File: src/rtl/ysyx_22050550_ifu_if.sv
// Fetch-unit bundle: instruction-memory request/response, execute redirect and
// the decode-facing output handshake. The IFU takes the master side.
interface ysyx_22050550_ifu_if #(
  parameter int unsigned PC_W   = 64,
  parameter int unsigned INST_W = 32
) ();
  logic              mem_req_valid;
  logic              mem_req_ready;
  logic [PC_W-1:0]   mem_req_addr;
  logic              mem_rsp_valid;
  logic [INST_W-1:0] mem_rsp_data;
  logic              mem_rsp_err;
  logic              redirect_valid;
  logic [PC_W-1:0]   redirect_pc;
  logic              valid_o;
  logic              ready_i;
  logic [PC_W-1:0]   pc_o;
  logic [INST_W-1:0] instr_o;
  logic              fault_o;

  modport master (
    output mem_req_valid, mem_req_addr, valid_o, pc_o, instr_o, fault_o,
    input  mem_req_ready, mem_rsp_valid, mem_rsp_data, mem_rsp_err,
    input  redirect_valid, redirect_pc, ready_i
  );

  modport slave (
    input  mem_req_valid, mem_req_addr, valid_o, pc_o, instr_o, fault_o,
    output mem_req_ready, mem_rsp_valid, mem_rsp_data, mem_rsp_err,
    output redirect_valid, redirect_pc, ready_i
  );
endinterface

File: src/rtl/ysyx_22050550_ifu.sv
// Instruction fetch unit: holds the fetch PC, issues one memory read at a time
// and presents each fetched word to decode through a one-entry output register.
// A redirect replaces the fetch PC and discards any fetch already in flight.
module ysyx_22050550_ifu #(
  parameter int unsigned      PC_W       = 64,
  parameter int unsigned      INST_W     = 32,
  parameter logic [PC_W-1:0]  RESET_PC   = PC_W'(64'h8000_0000),
  parameter logic [INST_W-1:0] FAULT_INST = INST_W'(32'h0000_0013)
) (
  input  logic               clk,
  input  logic               rst_n,
  ysyx_22050550_ifu_if.master bus
);

  typedef enum logic [1:0] {StIdle, StReq, StWait, StHold} state_e;

  state_e            state_q, state_d;
  logic [PC_W-1:0]   pc_q, pc_d;
  logic              drop_q, drop_d;
  logic [PC_W-1:0]   pc_out_q, pc_out_d;
  logic [INST_W-1:0] instr_q, instr_d;
  logic              fault_q, fault_d;

  logic              req_fire;
  logic              out_fire;
  logic [PC_W-1:0]   redir_pc;

  assign req_fire = (state_q == StReq) && bus.mem_req_ready;
  assign out_fire = (state_q == StHold) && bus.ready_i;
  // Redirect targets are forced word-aligned.
  assign redir_pc = bus.redirect_pc & ~PC_W'(3);

  // Next-state, fetch PC and output-register update.
  always_comb begin
    state_d  = state_q;
    pc_d     = pc_q;
    drop_d   = drop_q;
    pc_out_d = pc_out_q;
    instr_d  = instr_q;
    fault_d  = fault_q;

    if (bus.redirect_valid) begin
      pc_d = redir_pc;
    end

    unique case (state_q)
      StIdle: begin
        state_d = StReq;
      end
      StReq: begin
        if (req_fire) begin
          state_d = StWait;
          // A redirect racing the handshake makes the accepted read stale.
          drop_d  = bus.redirect_valid;
        end
      end
      StWait: begin
        if (bus.mem_rsp_valid) begin
          drop_d = 1'b0;
          if (drop_q || bus.redirect_valid) begin
            state_d = StReq;
          end else begin
            state_d  = StHold;
            pc_out_d = pc_q;
            pc_d     = pc_q + PC_W'(4);
            instr_d  = bus.mem_rsp_err ? FAULT_INST : bus.mem_rsp_data;
            fault_d  = bus.mem_rsp_err;
          end
        end else if (bus.redirect_valid) begin
          drop_d = 1'b1;
        end
      end
      StHold: begin
        // A handshake in the redirect cycle still delivers the held word.
        if (out_fire || bus.redirect_valid) begin
          state_d = StReq;
        end
      end
      default: begin
        state_d = StIdle;
      end
    endcase
  end

  // State and datapath registers.
  always_ff @(posedge clk or negedge rst_n) begin
    if (!rst_n) begin
      state_q  <= StIdle;
      pc_q     <= RESET_PC;
      drop_q   <= 1'b0;
      pc_out_q <= '0;
      instr_q  <= '0;
      fault_q  <= 1'b0;
    end else begin
      state_q  <= state_d;
      pc_q     <= pc_d;
      drop_q   <= drop_d;
      pc_out_q <= pc_out_d;
      instr_q  <= instr_d;
      fault_q  <= fault_d;
    end
  end

  assign bus.mem_req_valid = (state_q == StReq);
  assign bus.mem_req_addr  = pc_q;
  assign bus.valid_o       = (state_q == StHold);
  assign bus.pc_o          = pc_out_q;
  assign bus.instr_o       = instr_q;
  assign bus.fault_o       = fault_q;

endmodule

File: src/flat_wrapper.sv
// flat-port wrapper written by rule: the top's interface ports become plain ports
module ysyx_22050550_ifu_flat 
#(
  parameter int unsigned      PC_W       = 64,
  parameter int unsigned      INST_W     = 32,
  parameter logic [PC_W-1:0]  RESET_PC   = PC_W'(64'h8000_0000),
  parameter logic [INST_W-1:0] FAULT_INST = INST_W'(32'h0000_0013)
)
  (clk, rst_n, bus_mem_req_valid, bus_mem_req_addr, bus_valid_o, bus_pc_o, bus_instr_o, bus_fault_o, bus_mem_req_ready, bus_mem_rsp_valid, bus_mem_rsp_data, bus_mem_rsp_err, bus_redirect_valid, bus_redirect_pc, bus_ready_i);
  ysyx_22050550_ifu_if #(.PC_W(PC_W), .INST_W(INST_W)) bus_i ();
  input  logic clk;
  input  logic rst_n;
  output wire logic [$bits(bus_i.mem_req_valid)-1:0] bus_mem_req_valid;
  output wire logic [$bits(bus_i.mem_req_addr)-1:0] bus_mem_req_addr;
  output wire logic [$bits(bus_i.valid_o)-1:0] bus_valid_o;
  output wire logic [$bits(bus_i.pc_o)-1:0] bus_pc_o;
  output wire logic [$bits(bus_i.instr_o)-1:0] bus_instr_o;
  output wire logic [$bits(bus_i.fault_o)-1:0] bus_fault_o;
  input wire logic [$bits(bus_i.mem_req_ready)-1:0] bus_mem_req_ready;
  input wire logic [$bits(bus_i.mem_rsp_valid)-1:0] bus_mem_rsp_valid;
  input wire logic [$bits(bus_i.mem_rsp_data)-1:0] bus_mem_rsp_data;
  input wire logic [$bits(bus_i.mem_rsp_err)-1:0] bus_mem_rsp_err;
  input wire logic [$bits(bus_i.redirect_valid)-1:0] bus_redirect_valid;
  input wire logic [$bits(bus_i.redirect_pc)-1:0] bus_redirect_pc;
  input wire logic [$bits(bus_i.ready_i)-1:0] bus_ready_i;
  assign bus_mem_req_valid = bus_i.mem_req_valid;
  assign bus_mem_req_addr = bus_i.mem_req_addr;
  assign bus_valid_o = bus_i.valid_o;
  assign bus_pc_o = bus_i.pc_o;
  assign bus_instr_o = bus_i.instr_o;
  assign bus_fault_o = bus_i.fault_o;
  assign bus_i.mem_req_ready = bus_mem_req_ready;
  assign bus_i.mem_rsp_valid = bus_mem_rsp_valid;
  assign bus_i.mem_rsp_data = bus_mem_rsp_data;
  assign bus_i.mem_rsp_err = bus_mem_rsp_err;
  assign bus_i.redirect_valid = bus_redirect_valid;
  assign bus_i.redirect_pc = bus_redirect_pc;
  assign bus_i.ready_i = bus_ready_i;
  ysyx_22050550_ifu #(.PC_W(PC_W), .INST_W(INST_W), .RESET_PC(RESET_PC), .FAULT_INST(FAULT_INST)) u_core (.clk(clk), .rst_n(rst_n), .bus(bus_i));
endmodule
File: config.mk
export PLATFORM = sky130hd
export DESIGN_NAME = ysyx_22050550_ifu_flat
export DESIGN_NICKNAME = d
export VERILOG_FILES = /design/src/rtl/ysyx_22050550_ifu_if.sv /design/src/rtl/ysyx_22050550_ifu.sv /design/src/flat_wrapper.sv
export SDC_FILE = /design/constraint.sdc
export NUM_CORES = 1
export LEC_CHECK = 0
export BUFFER_PORTS_ARGS = -buffer_cell sky130_fd_sc_hd__buf_2
export CORE_UTILIZATION = 52
export CTS_CLUSTER_SIZE = 40
export DETAILED_ROUTE_END_ITERATION = 10
export GPL_TIMING_DRIVEN = 0
export HOLD_SLACK_MARGIN = 0.06
export PLACE_DENSITY = 0.88
export SLEW_MARGIN = 20
export SYNTH_ARGS = -nofsm -noshare
export SYNTH_HDL_FRONTEND = slang
export SYNTH_SLANG_ARGS = --single-unit
File: constraint.sdc
create_clock -name clk -period 5.7 [get_ports clk]
set_input_delay 0.285 -clock clk [delete_from_list [all_inputs] [get_ports clk]]
set_output_delay 0.285 -clock clk [all_outputs]
set_load 0.02 [all_outputs]
==> flow_summary.toml <==
[cts]
h-tree-depth = 4
postCtsResizedCells = 0
path_clk_slew_ps = 70
clk_latency_ps = 430
root_buffer = "clkbuf_16"
ctsLongestPathBuffers = 2
numCtsBuffers = 17
cts_tree = "built"
clock_sinks = 164

[placement]
numPortBuffers = 262
dp_hpwl_um = 18200
place_inst = 1336
routabilityCongestion = 0.943

[pwr]
p_sw_frac = 0.374
vdd_ir_drop_max_mv = 0.246
power.internal_w = 0.00262
leakage_nw = 5.24
power.share.clock = 0.287
p_sw_w = 0.00157
p_per_area_nw_per_um2 = 405
pwr-share-comb = 0.306
power_frac_seq = 0.407

[synth]
syn_nets = 997
seq_area_frac_synth = 0.516
async_flop_share = 1.00
synth_cells = 889
ys_warn_count = 0
ys_seq_elements = 164
synthFlopType = "dfrtp_1"
ys_types = 50
synth-edff-count = 0
netlist_area_um2 = 7960
avgSynthCellArea_um2 = 8.96

[layout]
layout_common_cells = "nand2_1 (306), buf_2 (264), dfrtp_1 (163)"
layout_commonest_cell = "nand2_1"
fillers = 1134
areaGrowthSynthToFinish_pct = 29.8
layoutNonFillerInstCount = 1390
final_core_util = 0.701
final_nets = 1295
drive_above_1_share = 0.270

[run_status]
status = "completed"

[grt]
first_global_vias = 7733
grt_remaining_overflow = 0
grtUsageTotal = 0.330
antenna_found_initial = 6
grt_pass1_wl_um = 40400
grt_max_degree = 95

[timing]
rsz0062_at_grt = "false"
hold_viol = 0
finClkSkew_ps = 12.2
max_freq_mhz = 335
fin_crit_sh = 0.523
holdWs_ps = 80.2
tightest_slew_ps = 1070
setup_tns_ps = 0
slew-limit-headroom = 0.282
setup_viol = 0
maxSlewViolCount = 0
period_needed_ps = 2980

[drt]
antenna_left = 0
drtPass1Iterations = 6
initialDrtViolationCount = 671
viasPerCell = 5.74
wirelength_um = 25500
wl_per_cell_um = 18.3
vias = 7978
drc = 0

[worst_setup_path]
worstPathRequired_ps = 6070
worstSetupEndpointType = "flip-flop"
cp.arrival_ps = 3350
cp_max_fo = 10
start_kind = "flip-flop"
critical_path_class = "flip-flop to flip-flop"
r2r_cells = 9

[floorplan]
die_y_um = 126
coreArea_um2 = 14800
die_x_um = 126
row_count = 44
io_pins = 266
start_util = 0.540
die-area_um2 = 15800

[flow_run]
cap_viol_max_count = 0

[min_path]
whs_path_depth = 3
hold_path.class = "input pin to flip-flop"
## state kept, by name, indices dropped and copies added, names as in the netlist
register                 count
u_core.bus.fault_o           1
u_core.bus.instr_o          32
u_core.bus.mem_req_addr     64
u_core.bus.pc_o             64
u_core.drop_q                1
u_core.state_q               2
## critical path: stages, from the launching register on
cell and delay [ps]:
dfrtp_1 420, inv_1 90, ha_1 140, buf_2 180, nand3b_4 160, nor2_1 840
clkbuf_1 420, buf_1 420, nand2_1 140, nand2_1 90
## kinds of logic (layout without fill, tap and decap cells)
family | count (synthesis) | in the layout | share of synthesized area
fa+ha+maj | 5 | 5 | 0.00786
simple gates | 523 | 523 | 0.327
compound gates | 90 | 90 | 0.0647
flops | 164 | 164 | 0.516
xor+xnor | 36 | 36 | 0.0396
mux | 13 | 13 | 0.0168
other cells | 0 | 6 | 0
buf+inv | 58 | 369 | 0.0288
## routing by layer
layer  routed length (µm)  global-route usage
met4                 1040               0.179
met1                10300               0.410
met5                   11                   0
met2                12200               0.537
met3                 1940              0.0765
## power by group through the flow
| stage | clock network, W | registers [W] | logic, W |
|---|---|---|---|
| global route | 0.00127 | 0.00174 | 0.00140 |
| detailed placement | 0 | 0.00172 | 0.00126 |
| floorplan | 0 | 0.00206 | 0.000389 |
| finish | 0.00120 | 0.00171 | 0.00128 |
| CTS | 0.00121 | 0.00170 | 0.00128 |
| global placement | 0 | 0.00170 | 0.00123 |
## layout make-up
| class | instances | area (µm²) | share of cell area |
|---|---|---|---|
| clock inverter | 12 | 154 | 0.0149 |
| inverter | 11 | 41.3 | 0.00399 |
| sequential | 164 | 4110 | 0.397 |
| antenna | 6 | 15.0 | 0.00145 |
| buffer | 47 | 188 | 0.0182 |
| clock buffer | 20 | 467 | 0.0451 |
| tap | 184 | 230 | 0.0223 |
| timing repair buffer | 279 | 1510 | 0.146 |
| multi-input combinational | 667 | 3630 | 0.351 |
## cell usage after synthesis, types with 2 or more instances
| cell | n | area [µm²] |
|---|---|---|
| and2_1 | 2 | 12.5 |
| a31oi_1 | 14 | 87.6 |
| nor4_4 | 3 | 63.8 |
| mux2_2 | 3 | 33.8 |
| buf_1 | 6 | 22.5 |
| a221o_1 | 2 | 20.0 |
| nor4_2 | 5 | 62.6 |
| nor3_1 | 18 | 90.1 |
| nand4_1 | 33 | 206 |
| a22o_1 | 2 | 17.5 |
| nor4_1 | 12 | 75.1 |
| nand3_4 | 2 | 35.0 |
| nor2_1 | 31 | 116 |
| nand3_1 | 26 | 130 |
| nand4_2 | 4 | 50.1 |
| nor2b_1 | 16 | 100 |
| or4_1 | 6 | 45.0 |
| buf_2 | 3 | 15.0 |
| dfrtp_1 | 163 | 4080 |
| xnor2_1 | 16 | 140 |
| nand2_1 | 306 | 1150 |
| nor3b_1 | 2 | 15.0 |
| o31ai_1 | 2 | 15.0 |
| o21ai_1 | 2 | 10.0 |
| a22oi_1 | 6 | 45.0 |
| xor2_1 | 20 | 175 |
| ha_1 | 5 | 62.6 |
| or3_1 | 13 | 81.3 |
| nor2_2 | 2 | 12.5 |
| inv_1 | 11 | 41.3 |
| clkbuf_1 | 37 | 139 |
| and3_1 | 2 | 12.5 |
| mux2i_1 | 10 | 100 |
| o21ai_0 | 57 | 285 |
| and4_1 | 3 | 26.3 |
| nand3b_1 | 29 | 218 |
| o22ai_1 | 2 | 12.5 |
## final timing paths
kind,slack [ps],start,endpoint
setup / recovery,2720,u_core.state_q[0],u_core.bus.pc_o[23]
hold / removal,80,bus_redirect_pc[11],u_core.bus.mem_req_addr[11]
setup reg to reg,2720,u_core.state_q[0],u_core.bus.pc_o[23]
hold reg to reg,460,u_core.bus.instr_o[28],u_core.bus.instr_o[28]
max in group asynchronous,4440,rst_n,u_core.bus.mem_req_addr[54]
min in group asynchronous,400,rst_n,u_core.bus.pc_o[11]
## what timing repair did
item / in CTS / in global routing
setup buffers: 0 / 0
endpoints found under the hold margin: 84 / 0
hold buffers: 16 / 0
## through the flow
stage          power [W]  setup slack, ps  instance area, µm²
3_5_place_dp     0.00298             2790                9540
5_1_grt          0.00440             2540               10300
2_1_floorplan    0.00245             3510                7960
3_3_place_gp     0.00293             1840                9500
4_1_cts          0.00419             2740               10300
6_report         0.00419             2720               10300
Power figures use the tool's default switching activity.
